--- src/rtl/us_ctrl_pkg.sv ---
// Shared types and constants for the upsampler transmit sequencer.
// Symbol slots are SYM_CYC cycles long and aligned to the upsampler phase counter.
package us_ctrl_pkg;

  typedef enum logic [2:0] {
    ST_IDLE  = 3'd0,
    ST_PRE   = 3'd1,
    ST_PAY   = 3'd2,
    ST_FLUSH = 3'd3,
    ST_GAP   = 3'd4
  } state_e;

  localparam int SYM_CYC = 4;

  localparam logic [1:0] PRE_SYM_A = 2'b10;
  localparam logic [1:0] PRE_SYM_B = 2'b00;

  // Preamble alternates A,B,A,B... starting with slot 0.
  function automatic logic [1:0] pre_sym(input logic slot_lsb);
    return slot_lsb ? PRE_SYM_B : PRE_SYM_A;
  endfunction

endpackage

--- src/rtl/us_ctrl_slot_cnt.sv ---
// Slot timing for us_tx_ctrl: 2-bit symbol phase plus a down-counter that
// counts remaining slots (PRE/PAY) or remaining cycles (FLUSH/GAP).
module us_ctrl_slot_cnt
  import us_ctrl_pkg::*;
#(
  parameter int LEN_W = 8
) (
  input  logic             clk,
  input  logic             reset,
  input  logic             phase_clr,
  input  logic             phase_en,
  input  logic             cnt_load,
  input  logic [LEN_W-1:0] cnt_val,
  input  logic             cnt_step,
  output logic [1:0]       phase,
  output logic [LEN_W-1:0] cnt,
  output logic             last_phase,
  output logic             last_slot
);

  logic [1:0]       phase_r;
  logic [LEN_W-1:0] cnt_r;

  // Symbol phase: free-runs while the upsampler is enabled, wraps 3->0.
  always_ff @(posedge clk or negedge reset) begin
    if (!reset) begin
      phase_r <= 2'd0;
    end else if (phase_clr) begin
      phase_r <= 2'd0;
    end else if (phase_en) begin
      phase_r <= phase_r + 2'd1;
    end else begin
      phase_r <= phase_r;
    end
  end

  // Remaining-unit counter; a load takes priority, and it never wraps below zero.
  always_ff @(posedge clk or negedge reset) begin
    if (!reset) begin
      cnt_r <= {LEN_W{1'b0}};
    end else if (cnt_load) begin
      cnt_r <= cnt_val;
    end else if (cnt_step && (cnt_r != {LEN_W{1'b0}})) begin
      cnt_r <= cnt_r - {{(LEN_W-1){1'b0}}, 1'b1};
    end else begin
      cnt_r <= cnt_r;
    end
  end

  assign phase      = phase_r;
  assign cnt        = cnt_r;
  assign last_phase = (phase_r == 2'(SYM_CYC - 1));
  assign last_slot  = (cnt_r == {{(LEN_W-1){1'b0}}, 1'b1});

endmodule

--- src/rtl/us_tx_ctrl.sv ---
// Transmit sequencer for the 4x upsampler: preamble, N payload symbols pulled
// over valid/ready, pipeline flush, then an enable-low guard gap.
module us_tx_ctrl
  import us_ctrl_pkg::*;
#(
  parameter int LEN_W     = 8,
  parameter int PRE_LEN   = 4,
  parameter int FLUSH_CYC = 4,
  parameter int GAP_CYC   = 2
) (
  input  logic             clk,
  input  logic             reset,
  input  logic             start,
  input  logic [LEN_W-1:0] frame_len,
  input  logic             sym_valid,
  input  logic [1:0]       sym_data,
  output logic             sym_ready,
  output logic             us_en,
  output logic [1:0]       us_din,
  output logic             busy,
  output logic             done,
  output logic             underrun
);

  state_e           state_r, state_s;
  logic [LEN_W-1:0] len_r;

  logic             sym_ready_r, us_en_r, busy_r, done_r, underrun_r;
  logic [1:0]       us_din_r;
  logic             sym_ready_s, us_en_s, busy_s, done_s, underrun_s;
  logic [1:0]       us_din_s, load_sym_s;

  logic             phase_clr_s, phase_en_s, cnt_load_s, cnt_step_s;
  logic [LEN_W-1:0] cnt_val_s, pre_next_s;
  logic [1:0]       phase_s;
  logic [LEN_W-1:0] cnt_s;
  logic             last_phase_s, last_slot_s;

  us_ctrl_slot_cnt #(.LEN_W(LEN_W)) u_slot_cnt (
    .clk        (clk),
    .reset      (reset),
    .phase_clr  (phase_clr_s),
    .phase_en   (phase_en_s),
    .cnt_load   (cnt_load_s),
    .cnt_val    (cnt_val_s),
    .cnt_step   (cnt_step_s),
    .phase      (phase_s),
    .cnt        (cnt_s),
    .last_phase (last_phase_s),
    .last_slot  (last_slot_s)
  );

  // State register and latched frame length.
  always_ff @(posedge clk or negedge reset) begin
    if (!reset) begin
      state_r <= ST_IDLE;
      len_r   <= {LEN_W{1'b0}};
    end else begin
      state_r <= state_s;
      len_r   <= ((state_r == ST_IDLE) && start) ? frame_len : len_r;
    end
  end

  // Next-state logic.
  always_comb begin
    state_s = state_r;
    case (state_r)
      ST_IDLE:  state_s = (start && (frame_len != {LEN_W{1'b0}})) ? ST_PRE : ST_IDLE;
      ST_PRE:   state_s = (last_phase_s && last_slot_s) ? ST_PAY : ST_PRE;
      ST_PAY:   state_s = (last_phase_s && last_slot_s) ? ST_FLUSH : ST_PAY;
      ST_FLUSH: state_s = last_slot_s ? ST_GAP : ST_FLUSH;
      ST_GAP:   state_s = last_slot_s ? ST_IDLE : ST_GAP;
      default:  state_s = ST_IDLE;
    endcase
  end

  assign load_sym_s = sym_valid ? sym_data : 2'b00;
  assign pre_next_s = LEN_W'(PRE_LEN) - cnt_s + {{(LEN_W-1){1'b0}}, 1'b1};

  // Counter control and next values of the registered outputs.
  always_comb begin
    phase_clr_s = 1'b0;
    phase_en_s  = 1'b0;
    cnt_load_s  = 1'b0;
    cnt_val_s   = {LEN_W{1'b0}};
    cnt_step_s  = 1'b0;
    sym_ready_s = 1'b0;
    us_din_s    = us_din_r;
    case (state_r)
      ST_IDLE: begin
        if (state_s == ST_PRE) begin
          cnt_load_s = 1'b1;
          cnt_val_s  = LEN_W'(PRE_LEN);
          us_din_s   = PRE_SYM_A;
        end else begin
          us_din_s   = 2'b00;
        end
      end
      ST_PRE: begin
        phase_en_s  = 1'b1;
        sym_ready_s = (phase_s == 2'd2) && last_slot_s;
        if (last_phase_s && last_slot_s) begin
          cnt_load_s = 1'b1;
          cnt_val_s  = len_r;
          us_din_s   = load_sym_s;
        end else if (last_phase_s) begin
          cnt_step_s = 1'b1;
          us_din_s   = pre_sym(pre_next_s[0]);
        end else begin
          us_din_s   = us_din_r;
        end
      end
      ST_PAY: begin
        phase_en_s  = 1'b1;
        sym_ready_s = (phase_s == 2'd2) && !last_slot_s;
        if (last_phase_s && last_slot_s) begin
          cnt_load_s = 1'b1;
          cnt_val_s  = LEN_W'(FLUSH_CYC);
          us_din_s   = 2'b00;
        end else if (last_phase_s) begin
          cnt_step_s = 1'b1;
          us_din_s   = load_sym_s;
        end else begin
          us_din_s   = us_din_r;
        end
      end
      ST_FLUSH: begin
        phase_en_s = 1'b1;
        us_din_s   = 2'b00;
        if (last_slot_s) begin
          phase_clr_s = 1'b1;
          cnt_load_s  = 1'b1;
          cnt_val_s   = LEN_W'(GAP_CYC);
        end else begin
          cnt_step_s  = 1'b1;
        end
      end
      ST_GAP: begin
        us_din_s = 2'b00;
        if (last_slot_s) begin
          cnt_load_s = 1'b1;
          cnt_val_s  = {LEN_W{1'b0}};
        end else begin
          cnt_step_s = 1'b1;
        end
      end
      default: begin
        phase_clr_s = 1'b1;
        us_din_s    = 2'b00;
      end
    endcase
  end

  assign busy_s     = (state_s != ST_IDLE);
  assign us_en_s    = (state_s == ST_PRE) || (state_s == ST_PAY) || (state_s == ST_FLUSH);
  assign done_s     = (state_r == ST_GAP) && (state_s == ST_IDLE);
  // sym_ready_r high means this edge is a load edge.
  assign underrun_s = sym_ready_r && !sym_valid;

  // Output registers.
  always_ff @(posedge clk or negedge reset) begin
    if (!reset) begin
      sym_ready_r <= 1'b0;
      us_en_r     <= 1'b0;
      us_din_r    <= 2'b00;
      busy_r      <= 1'b0;
      done_r      <= 1'b0;
      underrun_r  <= 1'b0;
    end else begin
      sym_ready_r <= sym_ready_s;
      us_en_r     <= us_en_s;
      us_din_r    <= us_din_s;
      busy_r      <= busy_s;
      done_r      <= done_s;
      underrun_r  <= underrun_s;
    end
  end

  assign sym_ready = sym_ready_r;
  assign us_en     = us_en_r;
  assign us_din    = us_din_r;
  assign busy      = busy_r;
  assign done      = done_r;
  assign underrun  = underrun_r;

endmodule

--- config.mk ---
export PLATFORM = sky130hd
export DESIGN_NAME = us_tx_ctrl
export DESIGN_NICKNAME = d
export VERILOG_FILES = /design/src/rtl/us_ctrl_pkg.sv /design/src/rtl/us_ctrl_slot_cnt.sv /design/src/rtl/us_tx_ctrl.sv
export SDC_FILE = /design/constraint.sdc
export NUM_CORES = 1
export LEC_CHECK = 0
export ABC_AREA = 1
export ABC_CLOCK_PERIOD_IN_PS = 2300
export BUFFER_PORTS_ARGS = -buffer_cell sky130_fd_sc_hd__buf_4
export CORE_MARGIN = 8
export CORE_UTILIZATION = 50
export DETAILED_ROUTE_END_ITERATION = 10
export PLACE_DENSITY = 0.7
export SETUP_SLACK_MARGIN = 0.15
export SKIP_CTS_REPAIR_TIMING = 1
export SLEW_MARGIN = 10
export SYNTH_ARGS = -nofsm -noshare
export SYNTH_HDL_FRONTEND = slang
export SYNTH_HIERARCHICAL = 1
export SYNTH_SLANG_ARGS = --single-unit
--- constraint.sdc ---
create_clock -name clk -period 2.3 [get_ports clk]
set_input_delay 0.69 -clock clk [delete_from_list [all_inputs] [get_ports clk]]
set_output_delay 0.69 -clock clk [all_outputs]
set_load 0.02 [all_outputs]
==> results by group <==
CTS
  – Num Clock Sinks: 28
  – Clock root cell: clkbuf_4
  – CTS Buf Count: 3
  – Reg clk slew, reported paths: between 0.1 and 0.15 ns
  – Worst-case clock buffer depth: 2
  – Skew-Pair Late Insertion Delay: 0.33 ns
  – H-tree lvl count: 1
  – CTS tree: yes

Synth
  – #FFs+latches synth: 28
  – Post-synthesis cell type count: 28
  – Async SR Flop Fraction: 100%
  – Post-synth EDFFs: 0
  – Largest cells by area after synthesis: dfrtp_1 41%, nand2_1 17%, inv_1 5.2%
  – Area share of the largest cell type after synthesis: roughly 41%
  – Synthesized area: ~0.0017 mm²
  – Mapped Avg Cell Area: ~7.5 µm²
  – Cell taking the most area after synthesis: dfrtp_1
  – Most frequent cell after synthesis: nand2_1
  – Synth top cells by count: 78 x nand2_1, 28 x dfrtp_1, 24 x inv_1, 24 x nor2_1, 17 x nand3_1
  – Synth warn: 6
  – Mapped Cells: between 200 and 250
  – Net Count, Synth: 248
  – Seq/Total Area, Yosys: slightly above 40%
  – Ys flop type: dfrtp_1

STA
  – Tmin final: 1.95 ns
  – Setup TNS: 0 ns
  – Hold violation count in the final report: 0
  – Slew @ Worst Pin: 0.340 ns
  – Slew headroom: about 77%
  – Max-slew violation count: 0
  – # setup viols final: 0
  – Final Cycle Share: between 80% and 90%
  – Worst setup margin: roughly 0.35 ns
  – Max frequency: 514 MHz
  – Worst Skew: 0.00963 ns
  – RSZ-0062 raised after global routing: false

Drt
  – DR WL/cell: between 10 and 15 µm
  – DR vias: between 1000 and 1500
  – Post-DRT Antenna Nets: 0
  – DR iter-0 viols: between 40 and 50
  – Drt pass-1 iters: 4
  – Vias per inst: roughly 4.8
  – Drt drc: 0
  – Routed WL: about 3300 µm

Pwr
  – Overall power: roughly 2500 µW
  – Part of the power in registers: 34.1%
  – Peak supply drop: ~0.00066 V
  – Power per cell area: approximately 1300 mW/mm²
  – Clock Power Share: under 10%
  – Switch share: 48.8%
  – Static leakage: roughly 0.001 µW
  – Comb pwr share: between 50% and 60%
  – P_int: between 1000 and 1500 µW
  – Switch Pwr: ~1200 µW

Place
  – Dpl cell area: 0.00191 mm²
  – DP Cell Count: approximately 300
  – Hpwl dp: approximately 2600 µm
  – Pre-CTS WS: ~0.19 ns
  – Port Buffers: 20
  – Routability cong.: 0.866

Final layout
  – Share of post-route cells with drive strength above 1: between 20% and 30%
  – Area Growth Syn to Fin: 13.2%
  – Number of diodes: 0
  – Fin area: a little under 0.002 mm²
  – Fin cells: a little under 300
  – Final #Nets: about 270

Floorplan
  – Die W: around 75 µm
  – Die Y: between 70 and 80 µm
  – Num rows: 21
  – Core area: between 0.003 and 0.004 mm²
  – Ports: 21
  – Die ar.: roughly 0.0056 mm²
  – Initial core utilization: 51.9%

Global routing
  – Aggregate global routing overflow: 0
  – Vias in the first global route: approximately 1400
  – Initial antenna violation count: 0
  – Largest net degree at the start of global routing: 29
  – First-pass GRT wire length: between 5000 and 6000 µm
  – GRT Total Usage: a little over an eighth

Worst setup path
  – Setup crit end: u_slot_cnt/cnt[3]
  – Crit start category: flop
  – Number of cells on the worst reg-to-reg path: 11
  – Reg2reg start: u_slot_cnt/cnt[4]
  – Critical path peak fanout: 6
  – Worst setup path class: reg2reg
  – Worst r2r dst: u_slot_cnt/cnt[3]
  – Critical path endpoint category: flop
  – Worst setup path start: u_slot_cnt/cnt[4]
  – WP data arrival: 2.18 ns
  – FF-to-FF setup slack: roughly 0.35 ns
  – Req. time, crit path: about 2.5 ns

Worst hold path
  – Hold Path Class: in2async

Outcome
  – Outcome: completed

Flow run
  – Maxcap violations: 0
==> cells in the final DEF, fill, tap and decap left out, drive strengths merged <==
| cell type | count |
|---|---|
| clkinvlp | 1 |
| a211oi | 1 |
| o211ai | 1 |
| xor2 | 1 |
| nand2 | 86 |
| nor3 | 1 |
| inv | 26 |
| ha | 4 |
| dfrtp | 28 |
| nand4 | 2 |
| a21oi | 1 |
| buf | 23 |
| nor2 | 32 |
| nand3 | 21 |
| o21ai | 16 |
| nor4 | 1 |
| nand3b | 1 |
| xnor2 | 2 |
| clkbuf | 3 |
| or2 | 1 |
==> power groups by stage <==
stage                     combinational, µW  clock, µW  sequential (µW)
after CTS                              1470        204              862
after global routing                   1700        221              891
final                                  1470        198              861
after global placement                 1450          0              869
after detailed placement               1470          0              873
after floorplan                        1180          0              857
==> worst min path at each step <==
stage                             end  slack (ns)      from
global route        u_slot_cnt/cnt[3]        0.27     reset
detailed placement           len_r[5]        0.47  len_r[5]
finish              u_slot_cnt/cnt[3]        0.25     reset
CTS                          len_r[2]        0.26     reset
global placement             len_r[0]        0.46  len_r[0]
floorplan                        busy        0.39     reset
==> logic make-up (layout without fill, tap and decap cells) <==
family | Yosys count | count (layout) | share of synthesized area, %
AOI/OAI and AO/OA | 19 | 19 | 7.57
buffers and inverters | 31 | 53 | 8.23
and+or+nand+nor | 145 | 145 | 39.0
DFF | 28 | 28 | 40.8
xor gates and xnor gates | 3 | 3 | 1.53
adders and majority gates | 4 | 4 | 2.91
==> sequential cells by signal, indices dropped and copies added (netlist names) <==
name              count
busy                  1
done                  1
len_r                 8
state_r               3
sym_ready             1
u_slot_cnt/cnt        8
u_slot_cnt/phase      2
underrun              1
us_din                2
us_en                 1
==> worst max-delay path: stages (launching register included) <==
cell     delay (ns)
dfrtp_1        0.44
nor2_2         0.17
nand3_2        0.15
nor2_4         0.17
inv_1          0.10
o21ai_0        0.26
inv_1          0.12
buf_4          0.18
nand3_1        0.09
nand2_1        0.06
nand2_2        0.06
o21ai_2        0.05
==> metrics by stage <==
step / utilization, % / hold WS (ns)
2_1_floorplan: - / 0.394
3_3_place_gp: 57.7 / 0.465
3_5_place_dp: 57.7 / 0.466
4_1_cts: 58.4 / 0.260
5_1_grt: 58.7 / 0.266
6_report: 58.7 / 0.247
==> layer usage <==
layer  GRT usage, %  part of all wire [%]  up-vias
met5              0                     0        -
met1           18.1                    51      619
li1               -                     -      769
met4           4.57                   1.2        0
met3           1.73                   3.7        4
met2           21.5                    44       25
==> cell type report <==
type / instances / area [µm²]
Fill cell: 324 / 1370
Multi-Input combinational cell: 171 / 883
Sequential cell: 28 / 701
Timing Repair Buffer: 23 / 173
Inverter: 27 / 108
Tap cell: 46 / 57.6
Clock buffer: 3 / 22.5
No activity file was read; power rests on OpenSTA's default activity.
